--- config.mk ---
export PLATFORM = sky130hd
export DESIGN_NAME = apb_master_arbiter
export DESIGN_NICKNAME = d
export VERILOG_FILES = /design/src/rtl/apb_master_arbiter.sv
export SDC_FILE = /design/constraint.sdc
export NUM_CORES = 1
export LEC_CHECK = 0
export CAP_MARGIN = 40
export CORE_ASPECT_RATIO = 1.4
export CORE_UTILIZATION = 40
export CTS_BUF_LIST = sky130_fd_sc_hd__clkbuf_8
export CTS_CLUSTER_SIZE = 8
export DETAILED_ROUTE_END_ITERATION = 16
export PLACE_DENSITY = 0.83
export SYNTH_ARGS = -nofsm -noshare
export SYNTH_HDL_FRONTEND = slang
export SYNTH_SLANG_ARGS = --single-unit
--- constraint.sdc ---
create_clock -name pclk -period 2 [get_ports pclk]
set_input_delay 0.4 -clock pclk [delete_from_list [all_inputs] [get_ports pclk]]
set_output_delay 0.4 -clock pclk [all_outputs]
set_load 0.01 [all_outputs]
--- src/rtl/apb_master_arbiter.sv ---
// apb_master_arbiter: two-requester round-robin arbiter in front of a single APB master.
// Each requester holds req[i] until it gets a one-cycle ack[i]. The winner's direction,
// address and write data are latched at grant. The transfer then runs SETUP and ACCESS.
// A read adds an RDCAP cycle, because the slave registers prdata one cycle after ACCESS.
//
// Ports:
//   pclk, presetn       clock; asynchronous active-low reset
//   req, we             per-requester request and direction (1 = write)
//   addr0/1, wdata0/1   per-requester address and write data
//   ack                 one-cycle completion pulse per requester
//   rdata               data of the most recent completed read
//   busy                high whenever the FSM is not idle
//   psel, penable, pwrite, paddr, pwdata, prdata   APB master side (no pready)
module apb_master_arbiter #(
    parameter int unsigned ADDR_W = 32,
    parameter int unsigned DATA_W = 32
) (
    input  logic              pclk,
    input  logic              presetn,
    input  logic [1:0]        req,
    input  logic [1:0]        we,
    input  logic [ADDR_W-1:0] addr0,
    input  logic [ADDR_W-1:0] addr1,
    input  logic [DATA_W-1:0] wdata0,
    input  logic [DATA_W-1:0] wdata1,
    output logic [1:0]        ack,
    output logic [DATA_W-1:0] rdata,
    output logic              busy,
    output logic              psel,
    output logic              penable,
    output logic              pwrite,
    output logic [ADDR_W-1:0] paddr,
    output logic [DATA_W-1:0] pwdata,
    input  logic [DATA_W-1:0] prdata
);

    typedef enum logic [1:0] {StIdle, StSetup, StAccess, StRdcap} state_e;

    state_e            state_q, state_d;
    logic              last_q, last_d;     // requester granted most recently
    logic              owner_q, owner_d;   // requester owning the current transfer
    logic              we_q, we_d;
    logic [ADDR_W-1:0] paddr_q, paddr_d;
    logic [DATA_W-1:0] pwdata_q, pwdata_d;
    logic [DATA_W-1:0] rdata_q, rdata_d;
    logic [1:0]        ack_q, ack_d;

    logic [1:0] eligible;
    logic       winner;

    // A requester in its own ack cycle is masked, so the other side can be granted
    // in that cycle without an idle gap.
    assign eligible = req & ~ack_q;

    always_comb begin
        unique case (eligible)
            2'b01:   winner = 1'b0;
            2'b10:   winner = 1'b1;
            default: winner = ~last_q;  // tie: the side not granted last
        endcase
    end

    always_comb begin
        state_d  = state_q;
        last_d   = last_q;
        owner_d  = owner_q;
        we_d     = we_q;
        paddr_d  = paddr_q;
        pwdata_d = pwdata_q;
        rdata_d  = rdata_q;
        ack_d    = 2'b00;
        case (state_q)
            StIdle: begin
                if (|eligible) begin
                    state_d  = StSetup;
                    owner_d  = winner;
                    last_d   = winner;
                    we_d     = we[winner];
                    paddr_d  = winner ? addr1 : addr0;
                    pwdata_d = winner ? wdata1 : wdata0;
                end
            end
            StSetup: state_d = StAccess;
            StAccess: begin
                if (we_q) begin
                    state_d        = StIdle;
                    ack_d[owner_q] = 1'b1;
                end else begin
                    state_d = StRdcap;
                end
            end
            StRdcap: begin
                rdata_d        = prdata;
                ack_d[owner_q] = 1'b1;
                state_d        = StIdle;
            end
            default: state_d = StIdle;
        endcase
    end

    always_ff @(posedge pclk or negedge presetn) begin
        if (!presetn) begin
            state_q  <= StIdle;
            last_q   <= 1'b1;
            owner_q  <= 1'b0;
            we_q     <= 1'b0;
            paddr_q  <= '0;
            pwdata_q <= '0;
            rdata_q  <= '0;
            ack_q    <= 2'b00;
        end else begin
            state_q  <= state_d;
            last_q   <= last_d;
            owner_q  <= owner_d;
            we_q     <= we_d;
            paddr_q  <= paddr_d;
            pwdata_q <= pwdata_d;
            rdata_q  <= rdata_d;
            ack_q    <= ack_d;
        end
    end

    // Controls decode straight from the state so an asynchronous reset drops them at once.
    assign psel    = (state_q == StSetup) || (state_q == StAccess);
    assign penable = (state_q == StAccess);
    assign pwrite  = psel & we_q;
    assign busy    = (state_q != StIdle);
    assign paddr   = paddr_q;
    assign pwdata  = pwdata_q;
    assign rdata   = rdata_q;
    assign ack     = ack_q;

endmodule

==> report_table.html <==
<table>
<tr><th>Metric</th><th>Value</th></tr>
<tr><th colspan="2">STA</th></tr>
<tr><td>Final count of negative-setup-slack endpoints</td><td>0</td></tr>
<tr><td>Crit path setup slack, layout</td><td>77.71 ps</td></tr>
<tr><td>RSZ-0062 raised after global routing</td><td>false</td></tr>
<tr><td>Max-slew headroom at the worst pin</td><td>0.7175</td></tr>
<tr><td>Final min period</td><td>1922 ps</td></tr>
<tr><td>Fin. Hold Viols</td><td>0</td></tr>
<tr><td>Max Clock Skew</td><td>17.80 ps</td></tr>
<tr><td>Final Max Slew Viols</td><td>0</td></tr>
<tr><td>Period utilisation layout</td><td>0.9611</td></tr>
<tr><td>Highest achievable clock rate</td><td>0.5202 GHz</td></tr>
<tr><td>Slew @ Worst Pin</td><td>423.8 ps</td></tr>
<tr><th colspan="2">Final layout</th></tr>
<tr><td>Proportion of layout cells with a drive suffix above 1</td><td>0.1050</td></tr>
<tr><td>Final core occ</td><td>0.6851</td></tr>
<tr><td>Final nets</td><td>900</td></tr>
<tr><td>Area growth from synthesis to layout</td><td>65.51%</td></tr>
<tr><td>Final-layout fill cell count</td><td>892</td></tr>
<tr><th colspan="2">Die</th></tr>
<tr><td>Die Outline Area</td><td>12300 um^2</td></tr>
<tr><td>Initial core utilization</td><td>0.4139</td></tr>
<tr><td>Std cell rows</td><td>46</td></tr>
<tr><td>Chip height</td><td>130.8 um</td></tr>
<tr><td>I/O pin count</td><td>268</td></tr>
<tr><td>Placeable core region</td><td>11450 um^2</td></tr>
<tr><td>Chip width</td><td>94.01 um</td></tr>
<tr><th colspan="2">Logic synthesis</th></tr>
<tr><td>Average cell area after synthesis</td><td>9.960 um^2</td></tr>
<tr><td>Number of flip-flops and latches in the synthesized netlist</td><td>103</td></tr>
<tr><td>Mapped Cells</td><td>476</td></tr>
<tr><td>Number of warning messages in the yosys log</td><td>0</td></tr>
<tr><td>Top area cells in the synthesized netlist</td><td>sky130_fd_sc_hd__dfrtp_1 (54%), sky130_fd_sc_hd__a31oi_1 (8.7%), sky130_fd_sc_hd__mux2_2 (7.6%)</td></tr>
<tr><td>Number of distinct standard cells referenced by the synthesized netlist</td><td>21</td></tr>
<tr><td>Post-Syn Area</td><td>4741 um^2</td></tr>
<tr><td>Largest area contributor in the netlist</td><td>sky130_fd_sc_hd__dfrtp_1</td></tr>
<tr><td>Synth Net Count</td><td>648</td></tr>
<tr><td>Share of synthesized area occupied by flip-flops and latches</td><td>0.5439</td></tr>
<tr><td>Area share of the largest cell type after synthesis</td><td>0.5384</td></tr>
<tr><th colspan="2">Pwr</th></tr>
<tr><td>Net Sw Power</td><td>4.587 mW</td></tr>
<tr><td>LEAKAGE</td><td>3.130 nW</td></tr>
<tr><td>VDD IR-drop max</td><td>0.9137 mV</td></tr>
<tr><td>Total power per unit cell area</td><td>1523 nW/um^2</td></tr>
<tr><td>Power Internal</td><td>7.366 mW</td></tr>
<tr><td>Fraction of power consumed by combinational cells</td><td>0.584</td></tr>
<tr><td>Sw Ratio</td><td>0.3837</td></tr>
<tr><td>Clock share of power</td><td>0.102</td></tr>
<tr><td>Fraction of power consumed by sequential logic</td><td>0.314</td></tr>
<tr><th colspan="2">Critical path</th></tr>
<tr><td>Crit path capture type</td><td>primary output</td></tr>
<tr><td>Largest fanout on the critical path</td><td>3</td></tr>
<tr><td>Cells along the critical path</td><td>inv_2 -&gt; ha_4 -&gt; and2_1 -&gt; dlygate4sd2_1</td></tr>
<tr><td>Launching element of the worst setup path</td><td>state_q[0]</td></tr>
<tr><td>Capture instance of the worst register-to-register path</td><td>paddr[12]</td></tr>
<tr><td>Buffer and inverter count on the worst path</td><td>2</td></tr>
<tr><td>Category of the critical setup timing path</td><td>reg2out</td></tr>
<tr><td>Worst reg-to-reg path cell count</td><td>6</td></tr>
<tr><td>Kind of cell with the highest combined delay on the critical path</td><td>flip-flops</td></tr>
<tr><td>Required time of the worst setup path</td><td>1600 ps</td></tr>
<tr><td>Startpoint type of the worst setup path</td><td>flop</td></tr>
<tr><td>Standard cell with the maximum stage delay on the critical path</td><td>sky130_fd_sc_hd__dfrtp_1</td></tr>
<tr><td>Slowest stage delay, CP</td><td>420 ps</td></tr>
<tr><td>Minimum setup slack among reg-to-reg paths</td><td>170 ps</td></tr>
<tr><td>Endpoint arrival time on the critical path</td><td>1520 ps</td></tr>
<tr><td>Beginning of the worst register-to-register path</td><td>ack[0]</td></tr>
<tr><th colspan="2">Drt</th></tr>
<tr><td>Overall via count from detail_route</td><td>4740</td></tr>
<tr><td>Drt pass-1 iters</td><td>5</td></tr>
<tr><td>Remaining antenna violation count</td><td>0</td></tr>
<tr><td>Vias per cell</td><td>5.399</td></tr>
<tr><td>Initial DRC count</td><td>164</td></tr>
<tr><td>Number of DRC violations after detailed routing</td><td>0</td></tr>
<tr><td>Average detailed-routed wire length per instance</td><td>17.32 um</td></tr>
<tr><td>Wire length after detailed routing</td><td>15200 um</td></tr>
<tr><th colspan="2">Hold path</th></tr>
<tr><td>Kind of path behind the tightest hold check</td><td>reg2reg</td></tr>
<tr><td>Worst min-delay path endpoint</td><td>ack[0]</td></tr>
<tr><td>HP Start</td><td>owner_q</td></tr>
<tr><td>Hold path cells</td><td>1</td></tr>
<tr><th colspan="2">CTS</th></tr>
<tr><td>Worst-case clock buffer depth</td><td>2</td></tr>
<tr><td>CTS tree</td><td>built</td></tr>
<tr><td>Clock Pin Slew Worst Setup and Hold Paths</td><td>100 ps</td></tr>
<tr><td>Clock sinks</td><td>103</td></tr>
<tr><td>Htree depth</td><td>3</td></tr>
<tr><td>Latest clock arrival within the worst-skew pair</td><td>370 ps</td></tr>
<tr><td>Number of buffers inserted during clock tree synthesis</td><td>9</td></tr>
<tr><td>Buffer type at the clock tree root</td><td>sky130_fd_sc_hd__clkbuf_8</td></tr>
<tr><th colspan="2">Global routing</th></tr>
<tr><td>Highest-utilization routing layer at the global route stage</td><td>met2</td></tr>
<tr><td>Met1 layer usage reported by global route</td><td>0.2718</td></tr>
<tr><td>Global-route wire length before repair</td><td>23250 um</td></tr>
<tr><td>All-layer global routing usage</td><td>0.2472</td></tr>
<tr><td>Initial antenna violation count</td><td>1</td></tr>
<tr><td>Via count of the first global-routing pass</td><td>4797</td></tr>
<tr><td>Overall overflow remaining after global route</td><td>0</td></tr>
<tr><td>Met3 Track Usage GR</td><td>0.05440</td></tr>
<tr><td>Met2 track demand over resource</td><td>0.4474</td></tr>
<tr><td>Maximum number of pins on one net before global-route repair</td><td>46</td></tr>
<tr><th colspan="2">Flow run</th></tr>
<tr><td>Number of maximum-capacitance constraint violations</td><td>0</td></tr>
<tr><th colspan="2">Placement</th></tr>
<tr><td>Total of buffers placed on input and output ports</td><td>267</td></tr>
<tr><td>Setup slack after placement</td><td>-257.6 ps</td></tr>
<tr><td>Post-DP HPWL</td><td>11530 um</td></tr>
<tr><td>Final RePlAce weighted congestion</td><td>0.8012</td></tr>
<tr><th colspan="2">Outcome</th></tr>
<tr><td>Run status</td><td>completed</td></tr>
</table>
[metrics by stage]
step | setup TNS (ps) | power (mW) | hold WS [ps] | std cells | area [um^2]
2_1_floorplan | 0 | 7.269 | 104.4 | 476 | 4741
3_3_place_gp | -8279 | 10.53 | 331.9 | 859 | 7640
3_5_place_dp | -12500 | 10.81 | 344.4 | 859 | 7640
4_1_cts | 0 | 12.05 | 449.2 | 877 | 7844
5_1_grt | 0 | 12.78 | 484.1 | 878 | 7846
6_report | 0 | 11.95 | 446.5 | 878 | 7846
[power groups by stage]
stage | clock network (mW) | registers [mW] | logic (mW)
after floorplan | 0 | 4.21 | 3.06
after global placement | 0 | 3.74 | 6.79
after detailed placement | 0 | 3.81 | 7.00
after CTS | 1.25 | 3.77 | 7.03
after global routing | 1.33 | 3.89 | 7.56
final | 1.22 | 3.75 | 6.98
[sequential cells by signal (all words and copies together), names as in the netlist]
register / count
state_q: 2
last_q: 1
ack: 2
paddr: 32
owner_q: 1
we_q: 1
rdata: 32
pwdata: 32
[logic make-up (layout without fill, tap and decap cells)]
family,Yosys count,in the layout,synth area share
and+or+nand+nor,149,149,0.1420
AOI/OAI and AO/OA,135,135,0.1605
DFF,103,103,0.5439
buffers and inverters,51,308,0.06175
muxes,32,32,0.07601
adders and majority gates,6,6,0.01583
other,0,1,0
[cell usage in the layout (no fill, tap or decap), drive strengths merged]
| cell | n |
|---|---|
| clkdlybuf4s50 | 262 |
| dfrtp | 102 |
| nor2 | 66 |
| nand3 | 66 |
| a31oi | 66 |
| o21ai | 65 |
| mux2 | 32 |
| buf | 21 |
| clkbuf | 10 |
| nand2b | 7 |
| inv | 7 |
| ha | 6 |
| nand2 | 5 |
| dlygate4sd2 | 4 |
| a21oi | 3 |
| clkinv | 3 |
| nor2b | 3 |
| diode | 1 |
| and2 | 1 |
| and2b | 1 |
| o21bai | 1 |
| dlygate4sd3 | 1 |
| dfstp | 1 |
[per-layer routing]
layer | vias to the layer above | wire, um | part of all wire
met2 | 238 | 8094 | 0.53
li1 | 2204 | - | -
met1 | 2266 | 5556 | 0.37
met3 | 32 | 1101 | 0.072
met4 | 0 | 451 | 0.030
met5 | - | 0 | 0
[cell usage after synthesis (all sizes together)]
| master | n |
|---|---|
| dfrtp | 102 |
| a31oi | 66 |
| nand3 | 66 |
| nor2 | 66 |
| o21ai | 65 |
| buf | 43 |
| mux2 | 32 |
| nand2b | 7 |
| ha | 6 |
| nand2 | 5 |
| clkbuf | 4 |
| inv | 4 |
| a21oi | 3 |
| nor2b | 3 |
| and2 | 1 |
| and2b | 1 |
| dfstp | 1 |
| o21bai | 1 |
[worst register-to-register path: stages (launching register included)]
cell and delay [ps]:
sky130_fd_sc_hd__dfrtp_1 380, sky130_fd_sc_hd__nand2b_1 170, sky130_fd_sc_hd__ha_1 390, sky130_fd_sc_hd__and2b_2 280, sky130_fd_sc_hd__buf_12 170, sky130_fd_sc_hd__o21ai_0 200, sky130_fd_sc_hd__a31oi_1 120
[worst max path at each step]
stage,cells after the start,to
2_1_floorplan,7,pwdata[10]
3_3_place_gp,7,pwdata[9]
3_5_place_dp,7,paddr[8]
4_1_cts,4,pwrite
5_1_grt,4,pwrite
6_report,4,pwrite
[timing repair]
item | 4_1_cts | 5_1_grt
resized for setup | 6 | 0
setup buffers | 1 | 0
hold endpoints to repair | 22 | 0
hold buffers | 1 | 0
endpoints found under the setup margin | 4 | 0
[final cells by class]
type                       count  area (um^2)  area share
timing repair buffer         288         2988      0.3808
sequential                   103         2579      0.3287
multi-input combinational    322         1903      0.2425
tap                          144        180.2     0.02296
clock buffer                  10        137.6     0.01754
clock inverter                 6        41.29    0.005262
inverter                       4        15.01    0.001914
antenna                        1        2.502   0.0003189
No activity file was read; power rests on OpenSTA's default activity.
